### config.mk
export PLATFORM = sky130hd
export DESIGN_NAME = alu_control_seq
export DESIGN_NICKNAME = d
export VERILOG_FILES = /design/src/rtl/alu_control_seq.sv
export SDC_FILE = /design/constraint.sdc
export NUM_CORES = 1
export LEC_CHECK = 0
export BUFFER_PORTS_ARGS = -buffer_cell sky130_fd_sc_hd__buf_2
export CORE_UTILIZATION = 30
export CTS_CLUSTER_DIAMETER = 60
export DETAILED_ROUTE_END_ITERATION = 6
export GPL_ROUTABILITY_DRIVEN = 0
export PLACE_DENSITY_LB_ADDON = 0.08
export SKIP_LAST_GASP = 1
export SLEW_MARGIN = 20
export SYNTH_ARGS = -nofsm -noshare
export SYNTH_HDL_FRONTEND = slang
export SYNTH_SLANG_ARGS = --single-unit
### constraint.sdc
create_clock -name clk -period 1.74 [get_ports clk]
set_input_delay 0.348 -clock clk [delete_from_list [all_inputs] [get_ports clk]]
set_output_delay 0.348 -clock clk [all_outputs]
set_load 0.02 [all_outputs]
### src/rtl/alu_control_seq.sv
// alu_control_seq
//   Registered, handshaked ALU-control decoder for the multi-cycle MIPS core.
//   Decodes {alu_op, F} into a 4-bit ALU op code and flags undecodable
//   encodings. MULT/DIV hold the pipe for MUL_CYCLES/DIV_CYCLES cycles while
//   the mul/div unit runs.
//
// Ports
//   clk, rst_n           clock (rising edge), async active-low reset
//   in_valid / in_ready  input handshake for alu_op[2:0] / F[5:0]
//   out_valid / out_ready output handshake for op[3:0] / multi / illegal
//   unit_start           1-cycle pulse launching the mul/div unit
//   busy                 multi-cycle op in progress
module alu_control_seq #(
    parameter int         MUL_CYCLES = 4,
    parameter int         DIV_CYCLES = 8,
    parameter logic [3:0] ILLEGAL_OP = 4'hF
) (
    input  logic       clk,
    input  logic       rst_n,
    input  logic       in_valid,
    output logic       in_ready,
    input  logic [2:0] alu_op,
    input  logic [5:0] F,
    output logic       out_valid,
    input  logic       out_ready,
    output logic [3:0] op,
    output logic       multi,
    output logic       illegal,
    output logic       unit_start,
    output logic       busy
);

    localparam int MAX_N = (MUL_CYCLES > DIV_CYCLES) ? MUL_CYCLES : DIV_CYCLES;
    localparam int CNT_W = (MAX_N > 1) ? $clog2(MAX_N) : 1;
    localparam logic [CNT_W-1:0] MUL_LOAD = CNT_W'(MUL_CYCLES - 1);
    localparam logic [CNT_W-1:0] DIV_LOAD = CNT_W'(DIV_CYCLES - 1);

    typedef enum logic [1:0] {S_IDLE, S_WAIT, S_OUT} state_t;

    state_t           state_q, state_d;
    logic [CNT_W-1:0] cnt_q, cnt_d;
    logic [3:0]       op_q, op_d;
    logic             multi_q, multi_d;
    logic             illegal_q, illegal_d;
    logic             unit_start_q, unit_start_d;
    logic             ready_en_q;

    logic [3:0] dec_op;
    logic       dec_multi, dec_div, dec_illegal;
    logic       accept;

    // Combinational decode of the presented encoding.
    always_comb begin
        dec_op      = ILLEGAL_OP;
        dec_multi   = 1'b0;
        dec_div     = 1'b0;
        dec_illegal = 1'b0;
        unique case (alu_op)
            3'b100: dec_op = 4'b0101;
            3'b010: dec_op = 4'b0110;
            3'b001: begin
                case (F)
                    6'b100100, 6'b001100: dec_op = 4'b0000;
                    6'b100101, 6'b001101: dec_op = 4'b0001;
                    6'b100110, 6'b001110: dec_op = 4'b0010;
                    6'b100111:            dec_op = 4'b0011;
                    6'b100000, 6'b001000: dec_op = 4'b0101;
                    6'b100010:            dec_op = 4'b0110;
                    6'b101010, 6'b001010: dec_op = 4'b0111;
                    6'b000010:            dec_op = 4'b1000;
                    6'b000000:            dec_op = 4'b1001;
                    6'b000011:            dec_op = 4'b1010;
                    6'b011000: begin
                        dec_op    = 4'b1011;
                        dec_multi = 1'b1;
                    end
                    6'b011010: begin
                        dec_op    = 4'b1100;
                        dec_multi = 1'b1;
                        dec_div   = 1'b1;
                    end
                    default:              dec_illegal = 1'b1;
                endcase
            end
            default: dec_illegal = 1'b1;
        endcase
    end

    // ready_en_q keeps in_ready low until the first clock after reset release.
    assign in_ready   = ready_en_q & ((state_q == S_IDLE) | ((state_q == S_OUT) & out_ready));
    assign accept     = in_valid & in_ready;
    assign out_valid  = (state_q == S_OUT);
    assign busy       = (state_q == S_WAIT);
    assign op         = op_q;
    assign multi      = multi_q;
    assign illegal    = illegal_q;
    assign unit_start = unit_start_q;

    always_comb begin
        state_d      = state_q;
        cnt_d        = cnt_q;
        op_d         = op_q;
        multi_d      = multi_q;
        illegal_d    = illegal_q;
        unit_start_d = 1'b0;
        unique case (state_q)
            S_IDLE, S_OUT: begin
                // A drained result with no follow-on input returns to IDLE;
                // an accept (from IDLE or a draining OUT) loads the next op.
                if (state_q == S_OUT && out_ready && !accept)
                    state_d = S_IDLE;
                if (accept) begin
                    op_d      = dec_op;
                    multi_d   = dec_multi;
                    illegal_d = dec_illegal;
                    if (dec_multi) begin
                        state_d      = S_WAIT;
                        cnt_d        = dec_div ? DIV_LOAD : MUL_LOAD;
                        unit_start_d = 1'b1;
                    end else begin
                        state_d = S_OUT;
                    end
                end
            end
            S_WAIT: begin
                if (cnt_q == '0) state_d = S_OUT;
                else             cnt_d   = cnt_q - 1'b1;
            end
            default: state_d = S_IDLE;
        endcase
    end

    always_ff @(posedge clk or negedge rst_n) begin
        if (!rst_n) begin
            state_q      <= S_IDLE;
            cnt_q        <= '0;
            op_q         <= '0;
            multi_q      <= 1'b0;
            illegal_q    <= 1'b0;
            unit_start_q <= 1'b0;
            ready_en_q   <= 1'b0;
        end else begin
            state_q      <= state_d;
            cnt_q        <= cnt_d;
            op_q         <= op_d;
            multi_q      <= multi_d;
            illegal_q    <= illegal_d;
            unit_start_q <= unit_start_d;
            ready_en_q   <= 1'b1;
        end
    end

endmodule

# [Word-level counts from Yosys, hierarchy flattened]
# Cells that the tools add are included.
[word_totals] reg_bits=13 input_bits=13 output_inout_bits=10 elab_cells=78
[op_classes] add_sub_neg=1 eq_ne=26 muxes=21 bitwise_logic=4 n_reduce_logical=19
[ops] cell="4-bit one-hot mux with 12 select lines" count=1
[ops] cell="6-bit == test, second input constant" count=7
[ops] cell="6-bit by 4-bit == test with 1-bit output, second input constant" count=5
[ops] cell="17-bit OR reduction" count=1
[ops] cell="2-bit OR reduction" count=8
[ops] cell="6-bit by 2-bit == test with 1-bit output, second input constant" count=2
[ops] cell="6-bit by 5-bit == test with 1-bit output, second input constant" count=2
[ops] cell="3-bit 2-to-1 mux" count=4
[ops] cell="4-bit one-hot mux with 3 select lines" count=1
[ops] cell="1-bit 2-to-1 mux" count=8
[ops] cell="2-bit 2-to-1 mux" count=4
[ops] cell="6-bit logical NOT" count=1
[ops] cell="2-bit inequality test, second input constant" count=3
[ops] cell="3-bit one-hot mux with 2 select lines" count=1
[ops] cell="2-bit one-hot mux with 2 select lines" count=1
[ops] cell="2-bit AND reduction" count=2
[ops] cell="4-bit AND reduction" count=1
[ops] cell="1-bit bitwise AND" count=3
[ops] cell="3-bit by 1-bit == test with 1-bit output, second input constant" count=1
[ops] cell="3-bit by 2-bit == test with 1-bit output, second input constant" count=1
[ops] cell="3-bit == test, second input constant" count=1
[ops] cell="3-bit logical NOT" count=1
[ops] cell="3-bit inequality test, second input constant" count=1
[ops] cell="3-bit by 1-bit subtractor with 3-bit output, second input constant" count=1
[ops] cell="other kinds (9)" count=10

# [Longest topological paths before layout]
# Gate-level depths: netlist of the first run.
[depth] depth_word=10 mapped_depth=7 mapped_depth_nobuf=6

# [Worst setup path before layout of the first run]
# Ideal clock, no wire load.
[synth_timing] path_type="input to register" startpoint="in alu_op[1]" endpoint="reg op_q[3] (netlist: op[3])" setup_time_ps=125 t_arrival_ps=1363 t_required_ps=1615 setup_slack_ps=251 stages=5 path_buffers=0 cell_sequence="nor3b_4 -> o21ai_2 -> a2111oi_2 -> nor2_1 -> mux2_4"
[synth_via] elab_chain_len=2 word_cells_on_any_way=4 cone_classes="eq/ne: 3; mux: 1"
[synth_rtl] item="start, declared" line="22" rtl="input logic [2:0] alu_op,"
[synth_rtl] item="3-bit by 1-bit == test with 1-bit output (tied with other cells)" line="58" rtl="unique case (alu_op)"
[synth_rtl] item="4-bit one-hot mux with 3 select lines (*)" line="58"
[synth_rtl] item="end signal, assigned" line="145" rtl="op_q <= op_d;"
[synth_rtl] item="end, declared" line="42" rtl="logic [3:0] op_q, op_d;"
# Mark *: on every way between the ends. The rest lies on a longest branch, timed or not.
# A chain may end at the register's enable or synchronous reset.

# [Worst setup path in the final report of the first run]
[layout_timing] startpoint="reg state_q[1]" endpoint="out in_ready"
[layout_via] elab_chain_len=4 word_cells_on_any_way=5 cone_classes="eq/ne: 1; bitwise: 3; reduce/logical: 1"
[layout_rtl] item="start, declared" line="40" rtl="state_t state_q, state_d;"
[layout_rtl] item="start signal, assigned" line="143" rtl="state_q <= state_d;"
[layout_rtl] item="2-bit == test" line="90" rtl="assign in_ready = ready_en_q & ((state_q == S_IDLE) | ((state_q == S_OUT) & out_ready));"
[layout_rtl] item="1-bit bitwise AND" line="90"
[layout_rtl] item="1-bit bitwise OR (*)" line="90"
[layout_rtl] item="1-bit bitwise AND (*)" line="90"
[layout_rtl] item="end, declared" line="21" rtl="output logic in_ready,"
# Marks and branches as above.

==> results of run 1 <==
per-layer routing:
metal  vias to the layer above  wire length, µm
met1                       374              973
li1                        423                -
met5                         -                0
met2                        15              974
met3                         2               72
met4                         0                9
power groups by stage:
stage                     clock, mW  combinational (mW)  sequential, mW
final                         0.191               0.194           0.337
after global routing          0.224               0.216           0.340
after CTS                     0.205               0.197           0.337
after detailed placement          0               0.195           0.343
after global placement            0               0.194           0.343
after floorplan                   0               0.118           0.360
through the flow:
stage | utilization, % | worst slack [ps] | hold WS (ps)
floorplan | - | 251 | 52.4
global placement | 35.7 | 96.8 | 260
detailed placement | 35.7 | 85.2 | 267
CTS | 36.9 | 196 | 405
global route | 36.9 | 143 | 451
finish | 36.9 | 215 | 416
logic make-up (layout without fill, tap and decap cells):
kind of cell / count (synthesis) / count (layout)
adder cells (fa/ha/maj): 2 / 2
AND/OR/NAND/NOR: 43 / 43
flip-flops: 13 / 13
multiplexers: 2 / 2
other: 1 / 1
XOR/XNOR: 2 / 2
AO/OA/AOI/OAI: 28 / 28
buffers and inverters: 14 / 37
critical path, stage by stage, from the launching register on:
cell and delay, ps:
dfrtp_1 410, nor2b_4 140, nor3b_1 160, buf_2 190
how the worst max path moves through the flow:
stage	from	to	slack (ps)
final	state_q[1]	in_ready	220
after global routing	state_q[1]	in_ready	140
after CTS	state_q[1]	in_ready	200
after detailed placement	F[1]	op[3]	90
after global placement	alu_op[1]	op[3]	100
after floorplan	alu_op[1]	op[3]	250
what timing repair did:
item | 4_1_cts | 5_1_grt
endpoints found under the hold margin | 13 | 0
hold buffers | 1 | 0
gates resized for setup | 0 | 0
cell usage after synthesis, drive strengths merged (2+ instances only):
master,instances,area [µm²]
dfrtp,13,325
nor2,9,36.3
a21oi,7,38.8
buf,7,58.8
nand2,7,26.3
nor2b,7,58.8
o21ai,7,38.8
inv,6,22.5
nor3,4,20.0
nor3b,4,41.3
nand3,3,15.0
a2111oi,2,23.8
a2bb2oi,2,17.5
a31oi,2,12.5
a41oi,2,17.5
ha,2,25.0
mux2,2,26.3
nand4,2,12.5
registers in the layout, summed over array words and instances, names as in the netlist:
signal / cells
op: 4
unit_start: 1
illegal: 1
cnt_q: 3
ready_en_q: 1
multi: 1
state_q: 2
cell type report:
| type | instances | area (µm²) |
|---|---|---|
| Clock buffer | 4 | 26.3 |
| Fill cell | 335 | 1930 |
| Inverter | 6 | 22.5 |
| Multi-Input combinational cell | 78 | 548 |
| Sequential cell | 13 | 325 |
| Tap cell | 44 | 55.1 |
| Timing Repair Buffer | 27 | 150 |
==> metrics, run 1 <==
Clock Path Buffers 2; Switching Fraction 31.5%; # DRC 0; mapped cell area roughly 970 µm²; syn avg cell area between 9 and 10 µm²; Cell Rows 20; XOR/XNOR Fraction of Synth Area approximately 1.8%; vias after detailed routing between 800 and 900; EDFF count, synth 0; CP Data Arrival Time ~1200 ps; FFs w/ async S/R, synth 100%; vias per cell 4.73; # nets final 144; M2 GR Usage 19.6%; sequential area share after synthesis about a third; Reg2Reg Setup Slack 250 ps; RR Endpoint op[3]; simple-gate area share of the yosys netlist roughly 28%; area delta synth->final 16.4%; drt first pass iters 4; crit share post-route roughly 88%; final hold vios 0; fraction of layout instances using a drive strength above 1 32.0%; Hold Path Class input pin to register; predominant post-synthesis flop cell dfrtp_1; clk_skew around 2.5 ps; Placed Cells around 170; die width 58.8 µm; sequential share of power between 40% and 50%; Crit. End Element primary output; RSZ-0062 raised after global routing false; diodes inserted 0; cts bufs inserted 3; Routed Antenna Nets 0; most common cell after layout, fill and taps aside buf_2; Worst Reg-to-Reg Cells 4; wire per inst 11.8 µm; number of global-route vias before repair 729; Gate power share between 20 and 30%; fin. max-slew vios 0; I/O pin cnt 23; Die Y just under 60 µm; Tot GR Track Use 13.5%; Hold Crit Start in_valid; met1 usage between 10% and 20%; Yosys cell types 44; minimum clock period between 1500 and 2000 ps; setup TNS 0 ps; Reg clk slew, reported paths around 80 ps; Post-DP Area about 1100 µm²; CP Data Required Time 1390 ps; Initial Util 31.7%; CTS root buf clkbuf_4; maximum vdd ir drop 0.332 mV; critical path type register to primary output; post-route cell area 1130 µm²; CTS tree built; Placeable Area about 3000 µm²; cells after synthesis between 100 and 150; initial DRC count 14; hold-critical path depth 3; final wirelength a little over 2000 µm; clock share of power 26.5%; largest family of logic cells by synthesized area simple AND/OR/NAND/NOR gates; Internal just under 0.5 mW; CP max FO 4; detailed placement HPWL 1590 µm; total power divided by cell area 641 nW/µm²; die area roughly 3500 µm²; H-tree levels 1; CTS Sinks 13; Post-Synth Adder-Cell Area between 2 and 3%; Final Setup Violations 0; reg2reg start state_q[1]; most frequent cells in the layout 22 x buf_2, 13 x dfrtp_1, 8 x nor2_1; Lkg Pwr ~0.47 nW; Most Crowded Layer GR met2; postcts setup bufs 0; Net Switching 0.227 mW; non-filler instance count after layout around 170; Overflow after GRT 0; status finished clean; mux cell area share after synthesis ~2.7%; Yosys warning total 0; CP Launch Type register; Post-Syn Nets 120; largest net degree at the start of global routing 14; GR Util met3 3.96%; clock latency at the later pin of the worst-skew pair 280 ps; max capacitance violation total 0; Tot Pwr just over 0.7 mW; initial antenna violation count 0; Hold Path Sink state_q[1]; compound-gate portion of the synthesized area a little over a fifth; Max Clk Rate ~660 MHz; I/O Buffers 22; first-pass GRT wire length about 3400 µm; #FFs+latches synth 13
No activity file was read; power rests on OpenSTA's default activity.
==> run 2, diff against run 1 <==
--- a/config.mk
+++ b/config.mk
@@ -6,6 +6,7 @@
 export NUM_CORES = 1
 export LEC_CHECK = 0
 export BUFFER_PORTS_ARGS = -buffer_cell sky130_fd_sc_hd__buf_2
+export CORE_ASPECT_RATIO = 1.25
 export CORE_UTILIZATION = 30
 export CTS_CLUSTER_DIAMETER = 60
 export DETAILED_ROUTE_END_ITERATION = 6
==> run 2 against run 1 <==
Net effect: combinational power about the same; register-to-register slack better by 30 ps; clock power down 3%; clock skew up 12 ps; wire length up 3.3%; critical endpoint unchanged; largest cell class unchanged; highest routed layer unchanged.
==> metrics, run 2 (synthesis results as in run 1) <==
detailed placement HPWL 1680 µm (was 1590 µm); H-tree levels 1 (unchanged); initial DRC count 7 (was 14); vias per cell 5.09 (was 4.73); Routed Antenna Nets 0 (unchanged); cts bufs inserted 3 (unchanged); Switching Fraction 31.1% (was 31.5%); critical path type register to primary output (unchanged); maximum vdd ir drop 0.317 mV (was 0.332 mV); Lkg Pwr 0.466 nW (unchanged); drt first pass iters 4 (unchanged); I/O pin cnt 23 (unchanged); CP Data Required Time 1390 ps (about the same); postcts setup bufs 0 (unchanged); Worst path slowest cell dfrtp_1 (unchanged); CP Launch Type register (unchanged); Die Y 65.5 µm (was 58.8 µm); initial antenna violation count 0 (unchanged); first-pass GRT wire length 3600 µm (was 3390 µm); largest net degree at the start of global routing 14 (unchanged); RSZ-0062 raised after global routing false (unchanged); Tot GR Track Use 14.1% (was 13.5%); CTS Sinks 13 (unchanged); Placeable Area 3000 µm² (was 3050 µm²); Net Switching 0.223 mW (was 0.227 mW); # DRC 0 (unchanged); CP Cell Sequence nor2b_4, nor3b_1, buf_2 (unchanged); setup TNS 0 ps (unchanged); vias after detailed routing 834 (was 814); Final Setup Violations 0 (unchanged); minimum clock period 1520 ps (about the same); Crit. End Element primary output (unchanged); Largest register FFs 4 (unchanged); final hold vios 0 (unchanged); diodes inserted 0 (unchanged); die width 52.8 µm (was 58.8 µm); Internal 0.495 mW (about the same); crit share post-route 87.5% (was 87.6%); most frequent cells in the layout 22 x buf_2, 13 x dfrtp_1, 8 x nor2_1 (unchanged); Overflow after GRT 0 (unchanged); hold-critical path depth 4 (was 3); clock share of power 26.0% (was 26.5%); number of global-route vias before repair 790 (was 729); fin. max-slew vios 0 (unchanged); CP max FO 4 (unchanged); final wirelength 2100 µm (was 2030 µm); most common cell after layout, fill and taps aside buf_2 (unchanged); sequential share of power 46.9% (was 46.6%); Gate power share 27.1% (was 26.9%); # nets final 144 (unchanged); clock latency at the later pin of the worst-skew pair 270 ps (was 280 ps); status finished clean (unchanged); total power divided by cell area 642 nW/µm² (was 641 nW/µm²); CTS root buf clkbuf_4 (unchanged); Initial Util 32.3% (was 31.7%); fraction of layout instances using a drive strength above 1 32.0% (unchanged); wire per inst 12.8 µm (was 11.8 µm); die area 3460 µm² (about the same); area delta synth->final 15.4% (was 16.4%); Clock Path Buffers 2 (unchanged); Hold Path Class input pin to register (unchanged); Worst Reg-to-Reg Cells 5 (was 4); CP peak stage delay 410 ps (about the same); CP Data Arrival Time 1170 ps (was 1180 ps); I/O Buffers 22 (unchanged); CTS tree built (unchanged); Max Clk Rate 657 MHz (was 656 MHz); hold_ws 422 ps (was 416 ps); Cell Rows 22 (was 20); clk_skew 14.0 ps (was 2.48 ps); max capacitance violation total 0 (unchanged); Reg clk slew, reported paths 90 ps (was 80 ps)
==> run 2: layout make-up <==
class,count,area [µm²]
clock buffers,4,26.3
fillers,326,1880
inverters,6,22.5
multi-input cells,78,548
flip-flops and latches,13,325
well taps,36,45.0
repair buffers,27,150
==> run 2: worst paths after layout <==
kind                            start         end  slack, ps
min in group asynchronous       rst_n    cnt_q[0]        480
hold reg to reg              cnt_q[0]    cnt_q[0]        480
setup / recovery           state_q[1]    in_ready        220
hold / removal              alu_op[2]       op[1]        420
max in group asynchronous       rst_n  ready_en_q       1010
setup reg to reg           state_q[1]    cnt_q[2]        280
==> run 2: stage by stage <==
stage | utilization [%] | std cells | total power [mW] | setup slack, ps | cell area (µm²)
floorplan | - | 105 | 0.478 | 251 | 968
global placement | 36.0 | 159 | 0.536 | 153 | 1080
detailed placement | 36.0 | 159 | 0.539 | 136 | 1080
CTS | 37.2 | 164 | 0.730 | 189 | 1120
global route | 37.2 | 164 | 0.766 | 130 | 1120
finish | 37.2 | 164 | 0.717 | 218 | 1120
==> run 2: repair_timing <==
| action | CTS | global route |
|---|---|---|
| hold buffers | 1 | 0 |
| endpoints found under the hold margin | 13 | 0 |
| resized for setup | 0 | 0 |
==> run 2: power by group through the flow <==
stage / clock network, mW / registers, mW / logic (mW)
2_1_floorplan: 0 / 0.360 / 0.118
3_3_place_gp: 0 / 0.343 / 0.193
3_5_place_dp: 0 / 0.344 / 0.195
4_1_cts: 0.195 / 0.337 / 0.197
5_1_grt: 0.208 / 0.340 / 0.219
6_report: 0.186 / 0.336 / 0.194
==> run 2: layer usage <==
| metal | global-route usage, % | vias up | part of all wire, % |
|---|---|---|---|
| li1 | - | 424 | - |
| met1 | 16.7 | 380 | 42 |
| met2 | 23.6 | 26 | 51 |
| met3 | 1.85 | 4 | 4.5 |
| met4 | 8.22 | 0 | 2.3 |
| met5 | 0 | - | 0 |
==> run 2: critical path, delay by kind of cell, from the launching register on <==
| kind | cells | cell delay, ps |
|---|---|---|
| flip-flops | 1 | 410 |
| buffers and inverters | 1 | 190 |
| AND/OR/NAND/NOR | 2 | 310 |
==> run 3, diff against run 2 <==
--- a/config.mk
+++ b/config.mk
@@ -5,7 +5,7 @@
 export SDC_FILE = /design/constraint.sdc
 export NUM_CORES = 1
 export LEC_CHECK = 0
-export BUFFER_PORTS_ARGS = -buffer_cell sky130_fd_sc_hd__buf_2
+export BUFFER_PORTS_ARGS = -buffer_cell sky130_fd_sc_hd__buf_4
 export CORE_ASPECT_RATIO = 1.25
 export CORE_UTILIZATION = 30
 export CTS_CLUSTER_DIAMETER = 60
==> run 3 against run 2 <==
Net effect: sequential power hardly changed; global-route usage is 0.67 points lower; worst setup slack worse by 16 ps; worst hold slack worse by 20 ps; critical path depth stayed put; register-to-register slack worse by 20 ps; count of clock-buffer cells in the layout stayed put; critical path type unchanged; critical endpoint unchanged; highest routed layer unchanged.
==> metrics, run 3 (synthesis results as in run 1) <==
reg2reg start state_q[1] (unchanged); clock latency at the later pin of the worst-skew pair 280 ps (was 270 ps); Hold Path Sink op[1] (unchanged); Reg clk slew, reported paths 80 ps (was 90 ps); Hold Path Class input pin to register (unchanged); clk_skew 3.47 ps (was 14.0 ps); CP Launch Type register (unchanged); final wirelength 2080 µm (was 2100 µm); Cell Rows 22 (unchanged); final hold vios 0 (unchanged); Worst Reg-to-Reg Cells 5 (unchanged); setup TNS 0 ps (unchanged); area delta synth->final 20.3% (was 15.4%); detailed placement HPWL 1650 µm (was 1680 µm); Placeable Area 3000 µm² (unchanged); die width 52.8 µm (unchanged); RSZ-0062 raised after global routing false (unchanged); delay-heaviest family, CP flip-flops (unchanged); CP Data Required Time 1390 ps (about the same); Clock Path Buffers 2 (unchanged); Post-CTS Resized 0 (unchanged); most frequent cells in the layout 25 x buf_4, 13 x dfrtp_1, 8 x nor2_1 (was 22 x buf_2, 13 x dfrtp_1, 8 x nor2_1); # hold bufs at CTS 1 (unchanged); Fill cells 325 (was 326); CTS Sinks 13 (unchanged); I/O Buffers 22 (unchanged); # nets final 143 (was 144); Overflow after GRT 0 (unchanged); Tot Pwr 0.738 mW (was 0.717 mW); CTS tree built (unchanged); total power divided by cell area 634 nW/µm² (was 642 nW/µm²); RR Endpoint cnt_q[2] (unchanged); hold-critical path depth 4 (unchanged); Routed Antenna Nets 0 (unchanged); number of global-route vias before repair 767 (was 790); diodes inserted 0 (unchanged); vias per cell 5.12 (was 5.09); postcts setup bufs 0 (unchanged); die area 3460 µm² (unchanged); CP Cell Sequence nor2b_4, nor3b_1, buf_4 (was nor2b_4, nor3b_1, buf_2); CP Data Arrival Time 1190 ps (was 1170 ps); Buf+Inv Stages, Crit Path 1 (unchanged); minimum clock period 1540 ps (was 1520 ps); H-tree levels 1 (unchanged); cts bufs inserted 3 (unchanged); Final Setup Violations 0 (unchanged); Tot GR Track Use 13.4% (was 14.1%); vias after detailed routing 834 (unchanged); Storage cell area 325 µm² (unchanged); crit share post-route 88.4% (was 87.5%); fraction of layout instances using a drive strength above 1 31.5% (was 32.0%); Reg2Reg Setup Slack 260 ps (was 280 ps); Worst path slowest cell dfrtp_1 (unchanged); CP max FO 4 (unchanged); hold_ws 403 ps (was 422 ps); Initial Util 32.3% (unchanged); initial DRC count 8 (was 7); largest net degree at the start of global routing 14 (unchanged); Lkg Pwr 0.480 nW (was 0.466 nW); status finished clean (unchanged); most common cell after layout, fill and taps aside buf_4 (was buf_2); max capacitance violation total 0 (unchanged); wire per inst 12.8 µm (about the same); I/O pin cnt 23 (unchanged); maximum vdd ir drop 0.268 mV (was 0.317 mV); CTS root buf clkbuf_4 (unchanged); # DRC 0 (unchanged); Largest register FFs 4 (unchanged); initial antenna violation count 0 (unchanged); fin. max-slew vios 0 (unchanged); drt first pass iters 4 (unchanged); Hold Crit Start alu_op[2] (unchanged); multi-input logic area 548 µm² (unchanged); Max Clk Rate 650 MHz (was 657 MHz); Crit. End Element primary output (unchanged); CP peak stage delay 410 ps (about the same); critical path type register to primary output (unchanged); Die Y 65.5 µm (unchanged); first-pass GRT wire length 3390 µm (was 3600 µm)
==> run 3: layout make-up <==
type	instances	share of cell area, %
clock buffer	4	2.26
timing repair buffer	26	17.0
sequential	13	27.9
tap	36	3.87
multi-input combinational	78	47.0
inverter	6	1.93
==> run 3: report_power, final <==
part	switching (mW)	leakage (nW)	internal (mW)	total, mW
Sequential	0.0138	0.156	0.324	0.337
Clock	0.100	0.0150	0.0889	0.189
Combinational	0.112	0.309	0.0999	0.212
Total	0.226	0.480	0.512	0.738
==> run 3: worst max path at each step <==
stage | from | end | slack (ps) | cells after the start
5_1_grt | state_q[1] | in_ready | 160 | 3
4_1_cts | state_q[1] | in_ready | 190 | 3
6_report | state_q[1] | in_ready | 200 | 3
3_5_place_dp | F[3] | cnt_q[2] | 130 | 6
2_1_floorplan | alu_op[1] | op[3] | 250 | 5
3_3_place_gp | F[3] | cnt_q[2] | 140 | 6
==> run 3: worst reg2reg max path, stage by stage, from the launching register on <==
cell and delay, ps:
dfrtp_1 410, nor2b_4 140, and4bb_4 360, and4_4 280, or2_4 140, a21oi_2 40
==> run 3: stage by stage <==
step	worst slack, ps	std cells	instance area [µm²]	utilization (%)
after floorplan	251	105	968	-
after global placement	145	158	1130	37.6
after detailed placement	127	158	1130	37.6
after CTS	193	163	1160	38.8
after global routing	163	163	1160	38.8
final	202	163	1160	38.8
==> run 3: metal layers <==
layer	track usage [%]	routed length (µm)	share of wire, %	up-vias
met2	22.9	1050	50	24
li1	-	-	-	420
met5	0	0	0	-
met3	2.31	72	3.5	8
met4	9.54	82	3.9	0
met1	14.4	877	42	382
